===== config.mk =====
export PLATFORM = sky130hd
export DESIGN_NAME = reg_file_shadow
export DESIGN_NICKNAME = d
export VERILOG_FILES = /design/src/rtl/regfile_pkg.sv /design/src/rtl/reg_word_init.sv /design/src/rtl/reg_file_shadow.sv
export SDC_FILE = /design/constraint.sdc
export NUM_CORES = 1
export LEC_CHECK = 0
export CAP_MARGIN = 40
export CORE_MARGIN = 2
export CORE_UTILIZATION = 54
export CTS_CLUSTER_DIAMETER = 150
export DETAILED_ROUTE_END_ITERATION = 8
export PLACE_DENSITY = 0.85
export RECOVER_POWER = 25
export REMOVE_ABC_BUFFERS = 1
export SETUP_SLACK_MARGIN = 0.2
export SYNTH_ARGS = -nofsm -noshare
export SYNTH_HDL_FRONTEND = slang
export SYNTH_SLANG_ARGS = --single-unit

===== constraint.sdc =====
create_clock -name clk -period 8.2 [get_ports clk]
set_input_delay 2.46 -clock clk [delete_from_list [all_inputs] [get_ports clk]]
set_output_delay 2.46 -clock clk [all_outputs]
set_load 0.05 [all_outputs]

===== src/rtl/regfile_pkg.sv =====
// regfile_pkg: shared constants and helpers for the register bank.
//  - DEFAULT_WIDTH / DEFAULT_DEPTH: default bank geometry
//  - regfile_clog2: address-width helper, usable in parameter context
//  - rv_set_word: reset-vector builder; replaces one word of a packed
//    DEPTH*WIDTH reset vector (default geometry) with a constant
//  - DEFAULT_RESET_VALS: example bank reset image with the status word
//    (index STATUS_IDX) resetting to STATUS_RST
package regfile_pkg;

  localparam int unsigned DEFAULT_WIDTH = 16;
  localparam int unsigned DEFAULT_DEPTH = 8;

  localparam int unsigned               STATUS_IDX = 1;
  localparam logic [DEFAULT_WIDTH-1:0]  STATUS_RST = 16'h02E1;

  function automatic int unsigned regfile_clog2(input int unsigned n);
    int unsigned r;
    r = 0;
    for (int unsigned p = 1; p < n; p = p << 1) begin
      r = r + 1;
    end
    return r;
  endfunction

  function automatic logic [DEFAULT_DEPTH*DEFAULT_WIDTH-1:0] rv_set_word(
    input logic [DEFAULT_DEPTH*DEFAULT_WIDTH-1:0] base,
    input int unsigned                            idx,
    input logic [DEFAULT_WIDTH-1:0]               val
  );
    logic [DEFAULT_DEPTH*DEFAULT_WIDTH-1:0] r;
    r = base;
    r[idx*DEFAULT_WIDTH +: DEFAULT_WIDTH] = val;
    return r;
  endfunction

  localparam logic [DEFAULT_DEPTH*DEFAULT_WIDTH-1:0] DEFAULT_RESET_VALS =
    rv_set_word('0, STATUS_IDX, STATUS_RST);

endpackage


===== src/rtl/reg_word_init.sv =====
// reg_word_init: one WIDTH-bit storage word with its own reset constant.
//  clk       in  clock, rising edge
//  Clear     in  asynchronous reset, active-high, loads RST_VAL
//  load_i    in  update the word on the next edge
//  sel_alt_i in  load source select: 0 = wdata_i, 1 = alt_i
//  wdata_i   in  write-port data
//  alt_i     in  alternate data (shadow or live copy)
//  q_o       out current word contents
module reg_word_init
  import regfile_pkg::*;
#(
  parameter int unsigned      WIDTH   = DEFAULT_WIDTH,
  parameter logic [WIDTH-1:0] RST_VAL = '0
) (
  input  logic             clk,
  input  logic             Clear,
  input  logic             load_i,
  input  logic             sel_alt_i,
  input  logic [WIDTH-1:0] wdata_i,
  input  logic [WIDTH-1:0] alt_i,
  output logic [WIDTH-1:0] q_o
);

  logic [WIDTH-1:0] word_q, word_d;

  always_comb begin
    word_d = word_q;
    if (load_i) begin
      word_d = sel_alt_i ? alt_i : wdata_i;
    end
  end

  always_ff @(posedge clk or posedge Clear) begin
    if (Clear) begin
      word_q <= RST_VAL;
    end else begin
      word_q <= word_d;
    end
  end

  assign q_o = word_q;

endmodule


===== src/rtl/reg_file_shadow.sv =====
// reg_file_shadow: DEPTH x WIDTH register bank, two combinational read
// ports, one synchronous write port, and a one-deep shadow image for
// single-cycle save / restore / swap of the whole bank.
//  clk        in  clock, rising edge
//  Clear      in  asynchronous reset, active-high
//  we/waddr/wdata       write port
//  raddr_a/rdata_a      read port A (combinational)
//  raddr_b/rdata_b      read port B (combinational)
//  save       in  copy live bank into shadow
//  restore    in  copy shadow into live bank (only when shadow_vld)
//  shadow_vld out shadow holds a saved image
// Build option: REGFILE_BYPASS_EN forwards wdata to a read port whose
// address matches a legal write target in the same cycle.
module reg_file_shadow
  import regfile_pkg::*;
#(
  parameter int unsigned             WIDTH      = DEFAULT_WIDTH,
  parameter int unsigned             DEPTH      = DEFAULT_DEPTH,
  parameter int unsigned             AW         = regfile_clog2(DEPTH),
  parameter logic [DEPTH*WIDTH-1:0]  RESET_VALS = '0,
  parameter bit                      ZERO_REG   = 1'b1
) (
  input  logic             clk,
  input  logic             Clear,
  input  logic             we,
  input  logic [AW-1:0]    waddr,
  input  logic [WIDTH-1:0] wdata,
  input  logic [AW-1:0]    raddr_a,
  output logic [WIDTH-1:0] rdata_a,
  input  logic [AW-1:0]    raddr_b,
  output logic [WIDTH-1:0] rdata_b,
  input  logic             save,
  input  logic             restore,
  output logic             shadow_vld
);

  logic [WIDTH-1:0] live_q   [DEPTH];
  logic [WIDTH-1:0] shadow_q [DEPTH];
  logic             shadow_vld_q, shadow_vld_d;
  logic             restore_ok;
  logic             wr_legal;

  assign restore_ok = restore && shadow_vld_q;
  assign wr_legal   = we && (32'(waddr) < DEPTH) && !(ZERO_REG && (waddr == '0));

  for (genvar i = 0; i < DEPTH; i++) begin : g_word
    localparam bit               IS_ZERO = ZERO_REG && (i == 0);
    localparam logic [WIDTH-1:0] RST     = IS_ZERO ? '0 : RESET_VALS[i*WIDTH +: WIDTH];

    logic live_load;

    // A valid restore takes the whole live bank and drops the write.
    assign live_load = !IS_ZERO && (restore_ok || (wr_legal && (waddr == AW'(i))));

    reg_word_init #(
      .WIDTH   (WIDTH),
      .RST_VAL (RST)
    ) u_live (
      .clk       (clk),
      .Clear     (Clear),
      .load_i    (live_load),
      .sel_alt_i (restore_ok),
      .wdata_i   (wdata),
      .alt_i     (shadow_q[i]),
      .q_o       (live_q[i])
    );

    // Shadow captures pre-edge live contents on save, which also covers
    // the swap case (save together with a valid restore).
    reg_word_init #(
      .WIDTH   (WIDTH),
      .RST_VAL (RST)
    ) u_shadow (
      .clk       (clk),
      .Clear     (Clear),
      .load_i    (save),
      .sel_alt_i (1'b1),
      .wdata_i   ('0),
      .alt_i     (live_q[i]),
      .q_o       (shadow_q[i])
    );
  end

  always_comb begin
    shadow_vld_d = shadow_vld_q;
    if (restore_ok && !save) begin
      shadow_vld_d = 1'b0;
    end else if (save) begin
      shadow_vld_d = 1'b1;
    end
  end

  always_ff @(posedge clk or posedge Clear) begin
    if (Clear) begin
      shadow_vld_q <= 1'b0;
    end else begin
      shadow_vld_q <= shadow_vld_d;
    end
  end

  assign shadow_vld = shadow_vld_q;

  always_comb begin
    rdata_a = '0;
    if ((32'(raddr_a) < DEPTH) && !(ZERO_REG && (raddr_a == '0))) begin
      rdata_a = live_q[raddr_a];
    end
`ifdef REGFILE_BYPASS_EN
    if (wr_legal && !restore_ok && (raddr_a == waddr)) begin
      rdata_a = wdata;
    end
`endif
  end

  always_comb begin
    rdata_b = '0;
    if ((32'(raddr_b) < DEPTH) && !(ZERO_REG && (raddr_b == '0))) begin
      rdata_b = live_q[raddr_b];
    end
`ifdef REGFILE_BYPASS_EN
    if (wr_legal && !restore_ok && (raddr_b == waddr)) begin
      rdata_b = wdata;
    end
`endif
  end

endmodule


==> out/summary.txt <==
Status = finished, violations left
Failing checks = capacitance limit, slew limit
Synth warn = 0
HP Class = reg -> reg
Layout Utilization = 0.637
Slowest CP cell = clkdlybuf4s50_1
Synth top area share = 0.503
Clock Power Share = 0.276
Final Critical Period = 7.13 ns
Initial antenna violation count = 0
Area leader, netlist = dfrtp_1
Final layout net count = 1005
Req. time, crit path = 5.74 ns
Met2 Use GR = 0.442
Register area share after synthesis = 0.503
Critical Path AT = 4.67 ns
CTS max path bufs = 3
Combinational share of power = 0.258
Slowest stage delay, CP = 0.80 ns
CTS tree = done
Clock transition at the registers of the reported paths = 0.06 ns
Register bit total from synthesis = 225
Setup-failing EPs final = 0
Tcrit/Tclk final = 0.869
Inserted Clock Buffers = 23
# fillers = 1498
Max-Cap Viols = 2
Port buffer count = 62
GRT overflow = 0
Worst VDD drop = 0.158 mV
DR vias = 8376
Clk_lat worst skew = 0.51 ns
Max Fclk = 0.140 GHz
Post-CTS setup buffers = 0
Syn avg cell area = 11.8 um^2
Synth area leaders = dfrtp_1, mux2_2, mux2i_1
Library cells used by synthesis = 32
Die Area = 21900 um^2
CP Class = in -> out
Power per cell area = 270 nW/um^2
Post-route setup TNS = 0 ns
Routed WL per cell = 23.5 um
DR iter-0 viols = 784
Synthesized area = 11200 um^2
Clock sinks = 225
Post-DP HPWL = 17.9 mm
Root buf cell = clkbuf_16
Sw Ratio = 0.317
CTS H-Tree Depth = 1
Leakage = 5.74 nW
First-pass GRT wire length = 46.7 mm
Die X = 148 um
Worst Skew = 0.0126 ns
Met3 Use GR = 0.0420
P&R area growth vs syn = 15.6%
Grt peak-use layer = met2
DR DRC count = 0
Total power = 0.00350 W
Hold Vio Cnt, Final = 0
Initial core utilization = 0.551
Vias in the first global route = 8456
Worst path most repeated cell = a221oi_1
FP Rows = 52
Synth Instances = 949
Crit-path cells = clkdlybuf4s50_1, nor2b_1, buf_4, a221oi_1, a221oi_1, buf_12
Max FO, Critical Path = 15
GRT Util Overall = 0.272
Placer Congestion = 0.849
Ant diodes = 0
Setup crit end kind = output pin
WL final = 29.6 mm
Drt pass-1 iters = 5
CTS Hold Bufs = 0
Worst-Margin Slew = 4.05 ns
Largest net degree at the start of global routing = 91
Layout cells sized above 1 = 0.267
ANT nets after route = 0
M1 GR Usage = 0.374
Via density = 6.65
Sw power = 0.00111 W
Power Internal = 0.00239 W
I/O Pins = 63
RSZ-0062 raised after global routing = false
Slew Limit Headroom = -1.71
Die height = 148 um
CTS resizes = 0
Core area = 20300 um^2
Seq pwr share = 0.465
Startpoint Class = input port
Fin. max-slew vios = 153
placed cells by master, fill, tap and decap left out, types with 2 or more instances in the layout:
cell type        netlist  routed
nor2b_1                4       4
or2_1                  2       2
o21a_1                 2       2
clkinv_2               0       5
nor3_1                30      30
o21ai_0               66      66
clkbuf_1              30       7
clkbuf_16              0      23
a221oi_1              60      60
a21oi_1               67      67
buf_16                 0       4
nand2_1               45      45
a22oi_1                2       2
and2_1                 5       4
buf_12                 0      30
a221o_1               15      15
a21boi_0              15      15
clkbuf_8               0       2
and4bb_1               2       2
mux2i_1              110     110
dfrtp_1              225     225
clkinvlp_4             0       3
nand3_1               23      23
clkdlybuf4s50_1        0      26
nand4b_2               2       2
buf_4                 10      25
mux2_2               142     142
nor3b_1               15      15
buf_2                 38       2
a21oi_2               20      20
synth_stat cells:
master	number
a221o_1	15
a21oi_2	20
a22oi_1	2
buf_4	10
mux2_2	142
buf_6	7
and4bb_1	2
a21o_1	1
nor2b_1	4
nand2_1	45
or2_1	2
inv_1	2
nand4b_2	2
o21a_1	2
and4bb_2	1
buf_2	38
o21ai_0	66
a221oi_1	60
nor3_1	30
clkbuf_1	30
clkbuf_2	1
a21oi_1	67
and2_1	5
nand3_1	23
buf_1	4
nand4_2	1
dfrtp_1	225
a21boi_0	15
nor3b_1	15
mux2i_1	110
o21ai_1	1
nand4b_1	1
layer usage:
metal  routed length (um)  vias to the layer above
met5                    0                        -
met4                  950                        0
met3                 2380                       86
met2                14200                      412
met1                12100                     4265
li1                     -                     3613
sequential cells by signal, summed over array words and instances, names as in the netlist:
signal,cells
g_word.u_live.q_o,112
g_word.u_shadow.q_o,112
shadow_vld,1
critical path: cells and delay by family:
family,cells,cell delay [ns]
AO/OA/AOI/OAI,2,0.69
buffers and inverters,3,1.30
AND/OR/NAND/NOR,1,0.20
path summary, 6_finish.rpt:
path | from | end | slack, ns | cells after the start
setup / recovery | raddr_a[0] | rdata_a[1] | 1.07 | 6
hold / removal | g_word[6].u_shadow.q_o[2] | g_word[6].u_live.q_o[2] | 0.47 | 2
setup reg to reg | shadow_vld | g_word[2].u_live.q_o[10] | 5.57 | 5
hold reg to reg | g_word[6].u_shadow.q_o[2] | g_word[6].u_live.q_o[2] | 0.47 | 2
max in group asynchronous | Clear | g_word[4].u_live.q_o[3] | 2.39 | 3
min in group asynchronous | Clear | g_word[7].u_shadow.q_o[10] | 3.63 | 2
kinds of logic after synthesis:
| group | after synthesis | synth area share |
|---|---|---|
| AO/OA/AOI/OAI | 249 | 0.149 |
| buffers and inverters | 92 | 0.0433 |
| flip-flops | 225 | 0.503 |
| multiplexers | 252 | 0.241 |
| AND/OR/NAND/NOR | 131 | 0.0629 |
power by group through the flow:
stage | Combinational, W | Sequential (W) | Clock, W
2_1_floorplan | 0.000602 | 0.00157 | 0
3_5_place_dp | 0.000894 | 0.00164 | 0
3_3_place_gp | 0.000855 | 0.00161 | 0
5_1_grt | 0.000971 | 0.00166 | 0.00102
6_report | 0.000903 | 0.00163 | 0.000966
4_1_cts | 0.000903 | 0.00162 | 0.000976
area by class of cell:
type	instances	area (um^2)	share of cell area
Timing Repair Buffer	91	1200	0.0926
Clock inverter	9	56.3	0.00435
Tap cell	270	338	0.0261
Clock buffer	30	622	0.0481
Multi-Input combinational cell	632	5080	0.393
Sequential cell	225	5630	0.435
Inverter	2	8.76	0.000677
through the flow:
| stage | instances | hold WS [ns] | area [um^2] | worst slack, ns |
|---|---|---|---|---|
| floorplan | 859 | 0.446 | 10700 | -0.423 |
| global placement | 1215 | 0.450 | 12100 | 1.18 |
| detailed placement | 1220 | 0.463 | 12300 | 1.15 |
| CTS | 1259 | 0.473 | 12900 | 1.13 |
| global route | 1259 | 0.503 | 12900 | 1.01 |
| finish | 1259 | 0.474 | 12900 | 1.07 |
(Power assumes the default switching activity.)
